--- src/rtl/mb_sync_pkg.sv ---
// mb_sync_pkg: shared FSM state encoding and default parameters for mb_sync_rx.
`timescale 1ns/1ps
package mb_sync_pkg;
  localparam int NB_DEF = 8;
  localparam int SYNC_STAGES_DEF = 2;
  typedef enum logic [1:0] {IDLE, WAIT_SLOT, ACK} state_t;
endpackage

--- src/rtl/bit_sync.sv ---
// bit_sync: SYNC_STAGES-deep flop chain bringing a single asynchronous bit into the i_clock domain.
`timescale 1ns/1ps
module bit_sync
  import mb_sync_pkg::*;
#(
  parameter int SYNC_STAGES = SYNC_STAGES_DEF
) (
  input  logic i_clock,
  input  logic i_reset_n,
  input  logic i_d,
  output logic o_q
);
  logic [SYNC_STAGES-1:0] sync_q;
  always_ff @(posedge i_clock or negedge i_reset_n)
    if (!i_reset_n) sync_q <= '0;
    else sync_q <= {sync_q[SYNC_STAGES-2:0], i_d};
  assign o_q = sync_q[SYNC_STAGES-1];
endmodule

--- src/rtl/mb_sync_rx.sv ---
// mb_sync_rx: four-phase request/acknowledge receiver feeding a valid/ready output register.
// Define MB_SYNC_RX_PARITY_EN to add even-parity checking (i_parity in, sticky o_parity_err out).
`timescale 1ns/1ps
module mb_sync_rx
  import mb_sync_pkg::*;
#(
  parameter int NB = NB_DEF,
  parameter int SYNC_STAGES = SYNC_STAGES_DEF
) (
  input  logic          i_clock,
  input  logic          i_reset_n,
  input  logic          i_req,
  input  logic [NB-1:0] i_data,
  output logic          o_ack,
  output logic [NB-1:0] o_data,
  output logic          o_valid,
`ifdef MB_SYNC_RX_PARITY_EN
  input  logic          i_parity,
  output logic          o_parity_err,
`endif
  input  logic          i_ready
);
  state_t        state_q, state_d;
  logic          ack_q, ack_d;
  logic          valid_q, valid_d;
  logic [NB-1:0] data_q, data_d;
  logic          req_s, free, take, bad;
  bit_sync #(.SYNC_STAGES(SYNC_STAGES)) u_req_sync (
    .i_clock  (i_clock),
    .i_reset_n(i_reset_n),
    .i_d      (i_req),
    .o_q      (req_s)
  );
`ifdef MB_SYNC_RX_PARITY_EN
  logic perr_q, perr_d;
  assign bad = (^i_data) ^ i_parity;
  assign perr_d = perr_q | (take & bad);
  always_ff @(posedge i_clock or negedge i_reset_n)
    if (!i_reset_n) perr_q <= 1'b0;
    else perr_q <= perr_d;
  assign o_parity_err = perr_q;
`else
  assign bad = 1'b0;
`endif
  // A corrupted word is acknowledged but never presented as valid data.
  always_comb begin
    free    = !valid_q || i_ready;
    take    = state_q != ACK && req_s && free;
    state_d = state_q == ACK ? (req_s ? ACK : IDLE) : !req_s ? IDLE : free ? ACK : WAIT_SLOT;
    ack_d   = state_d == ACK;
    valid_d = (take && !bad) || (valid_q && !i_ready);
    data_d  = take && !bad ? i_data : data_q;
  end
  always_ff @(posedge i_clock or negedge i_reset_n)
    if (!i_reset_n) begin
      state_q <= IDLE;
      ack_q   <= 1'b0;
      valid_q <= 1'b0;
      data_q  <= '0;
    end else begin
      state_q <= state_d;
      ack_q   <= ack_d;
      valid_q <= valid_d;
      data_q  <= data_d;
    end
  assign o_ack   = ack_q;
  assign o_valid = valid_q;
  assign o_data  = data_q;
endmodule

--- config.mk ---
export PLATFORM = sky130hd
export DESIGN_NAME = mb_sync_rx
export DESIGN_NICKNAME = d
export VERILOG_FILES = /design/src/rtl/mb_sync_pkg.sv /design/src/rtl/bit_sync.sv /design/src/rtl/mb_sync_rx.sv
export SDC_FILE = /design/constraint.sdc
export NUM_CORES = 1
export LEC_CHECK = 0
export BUFFER_PORTS_ARGS = -buffer_cell sky130_fd_sc_hd__buf_2
export CAP_MARGIN = 20
export CORE_MARGIN = 4
export CORE_UTILIZATION = 30
export CTS_CLUSTER_DIAMETER = 60
export DETAILED_ROUTE_END_ITERATION = 7
export GPL_TIMING_DRIVEN = 0
export HOLD_SLACK_MARGIN = 0.03
export PLACE_DENSITY = 0.51
export SETUP_SLACK_MARGIN = 0.5
export SYNTH_ARGS = -nofsm -noshare
export SYNTH_HDL_FRONTEND = slang
export SYNTH_SLANG_ARGS = --single-unit
--- constraint.sdc ---
create_clock -name i_clock -period 2.32 [get_ports i_clock]
set_clock_uncertainty 0.1 [all_clocks]
set_input_delay 0.232 -clock i_clock [delete_from_list [all_inputs] [get_ports i_clock]]
set_output_delay 0.232 -clock i_clock [all_outputs]
set_load 0.05 [all_outputs]
==> impl_metrics.env <==
export IMPL_path_clk_slew_ps=80
export IMPL_tritoncts="done"
export IMPL_cts_resized=0
export IMPL_crit_slowest_cell="dfrtp_1"
export IMPL_max_stage_delay_ps=390
export IMPL_grt_ovfl_total=0
export IMPL_design_area_um2=697
export IMPL_max_freq_mhz=780
export IMPL_vias=337
export IMPL_ys_warn_count=0
export IMPL_die_w_um=49.5
export IMPL_synth_area_um2=515
export IMPL_yosysUniqueCellTypes=8
export IMPL_crit_path_end_kind="output pin"
export IMPL_cp_required_ps=1990
export IMPL_placed_area_um2=641
export IMPL_hold_violations=0
export IMPL_die_height_um=49.5
export IMPL_worstSkewPairLatency_ps=280
export IMPL_ios=22
export IMPL_synth_top_area_share=0.680
export IMPL_viasPerCell=4.55
export IMPL_rows=14
export IMPL_grt_max_degree=15
export IMPL_totalWireLength_um=863
export IMPL_finalMaxSlewViolations=0
export IMPL_worstMarginPinSlew_ps=307
export IMPL_rsz0062_at_grt="no"
export IMPL_rrSetupSlack_ps=1110
export IMPL_final_instance_count_excl_fill=74
export IMPL_power_leakage_nw=0.351
export IMPL_setup_violations=0
export IMPL_grt_pass1_vias=308
export IMPL_crit_family="flip-flops"
export IMPL_place_congestion=0.618
export IMPL_whs_endpoint="o_data[5]"
export IMPL_synthTopCellsByArea="dfrtp_1, mux2_2, nand2b_4, nand3_4, a21boi_0"
export IMPL_r2r_end="o_data[3]"
export IMPL_antenna_cells=0
export IMPL_htree_levels=1
export IMPL_synthToLayoutAreaGrowth_pct=35.2
export IMPL_syn_nets=43
export IMPL_ir_drop_mv=0.432
export IMPL_numPortBuffers=21
export IMPL_yosys_area_top_type="dfrtp_1"
export IMPL_status="completed"
export IMPL_cts_buffer_depth=2
export IMPL_hold_path_class="primary input to register"
export IMPL_dieArea_um2=2450
export IMPL_detailed_place_hpwl_um=645
export IMPL_grt_use_total=0.0878
export IMPL_critPathLaunch="o_valid"
export IMPL_post_cts_buffers=0
export IMPL_core_um2=1560
export IMPL_timing_final_crit_share=0.553
export IMPL_min_period_ps=1280
export IMPL_critPathLaunchType="register"
export IMPL_crit_fanout=2
export IMPL_crit_chain="buf_2"
export IMPL_slew_headroom=0.795
export IMPL_r2r_start="state_q[0]"
export IMPL_ant_nets=0
export IMPL_nets=71
export IMPL_power_density_nw_per_um2=1000
export IMPL_place_ws_ps=1100
export IMPL_syn_area_per_cell_um2=16.6
export IMPL_drtIter0Drc=1
export IMPL_setup_ws_ps=1040
export IMPL_holdCritStartpoint="i_data[5]"
export IMPL_dr_pass1_iters=2
export IMPL_grt_pass1_wl_um=1390
export IMPL_clock_sinks=14
export IMPL_dpl_cell_count=68
export IMPL_finalSetupTns_ps=0
export IMPL_ys_seq_area_frac=0.680
export IMPL_wl_per_cell_um=11.7
export IMPL_ys_ff_latch=14
export IMPL_initial_core_util=0.331
export IMPL_crit_type="register to output pin"
export IMPL_netlist_instances=31
export IMPL_worst_ep_arrival_time_ps=950
export IMPL_critPathBufInv=1
export IMPL_numCtsBuffers=3
export IMPL_drc=0
export IMPL_grt_antenna_before_repair=0
export IMPL_hold_path_depth=2
export IMPL_drive_gt1_frac=0.621
export IMPL_rr_worst_depth=3
export IMPL_root_buffer="clkbuf_4"
export IMPL_max_cap_viol_count=0
[area by class of cell]
type | instances | area, um2
inverters | 1 | 3.75
clock buffers | 4 | 36.3
fillers | 162 | 862
well taps | 16 | 20.0
multi-input cells | 16 | 161
flip-flops and latches | 14 | 350
repair buffers | 23 | 125
[worst max path at each step]
| stage | endpoint | slack, ps | cells past startpoint |
|---|---|---|---|
| finish | o_valid | 1040 | 1 |
| global route | o_valid | 980 | 1 |
| CTS | o_valid | 1020 | 1 |
| global placement | o_data[3] | 1110 | 3 |
| detailed placement | o_data[3] | 1100 | 3 |
| floorplan | o_data[0] | 860 | 3 |
[kinds of logic (layout without fill, tap and decap cells)]
logic type | Yosys count | count (layout) | synth area share
compound gates | 2 | 2 | 0.0291
flops | 14 | 14 | 0.680
mux | 8 | 8 | 0.175
simple gates | 6 | 6 | 0.109
buf+inv | 1 | 28 | 0.00727
[layer usage]
metal  global-route usage  vias to the layer above  wire length, um  part of all wire
met5                    0                        -                0                 0
met4               0.0968                        0               40             0.046
met3               0.0633                        5              113              0.13
li1                     -                      161                -                 -
met2                0.121                       17              399              0.46
met1               0.0787                      154              310              0.36
[through the flow]
stage               hold slack [ps]   util  power, W
floorplan                      -164      -  0.000473
global placement               44.6  0.411  0.000529
detailed placement             40.1  0.411  0.000531
CTS                            62.9  0.447  0.000711
global route                   42.8  0.447  0.000741
finish                         70.9  0.447  0.000700
[Yosys cell counts]
cell type	count
nand2_1	2
dfrtp_1	14
mux2_2	8
nor2_1	1
nand2b_4	2
inv_1	1
nand3_4	1
a21boi_0	2
[flip-flops by register name (all words and copies together) (netlist names)]
signal / count
o_data: 8
state_q: 2
u_req_sync.sync_q: 2
o_valid: 1
o_ack: 1
[cells in the final DEF, fill, tap and decap left out]
cell / instances
clkbuf_8: 1
buf_2: 21
nand3_4: 1
mux2_2: 8
inv_1: 1
dlygate4sd3_1: 2
nand2_1: 2
a21boi_0: 2
clkbuf_4: 3
nand2b_4: 2
dfrtp_1: 14
nor2_1: 1
[repair_timing]
item / 4_1_cts / 5_1_grt
hold buffers: 2 / 0
hold endpoints to repair: 15 / 0
endpoints found under the setup margin: 0 / 0
[power breakdown]
part,switching (W),internal [W]
clock network,0.0000797,0.0000957
registers,0.0000171,0.000281
logic,0.000161,0.0000643
Power figures use the tool's default switching activity.
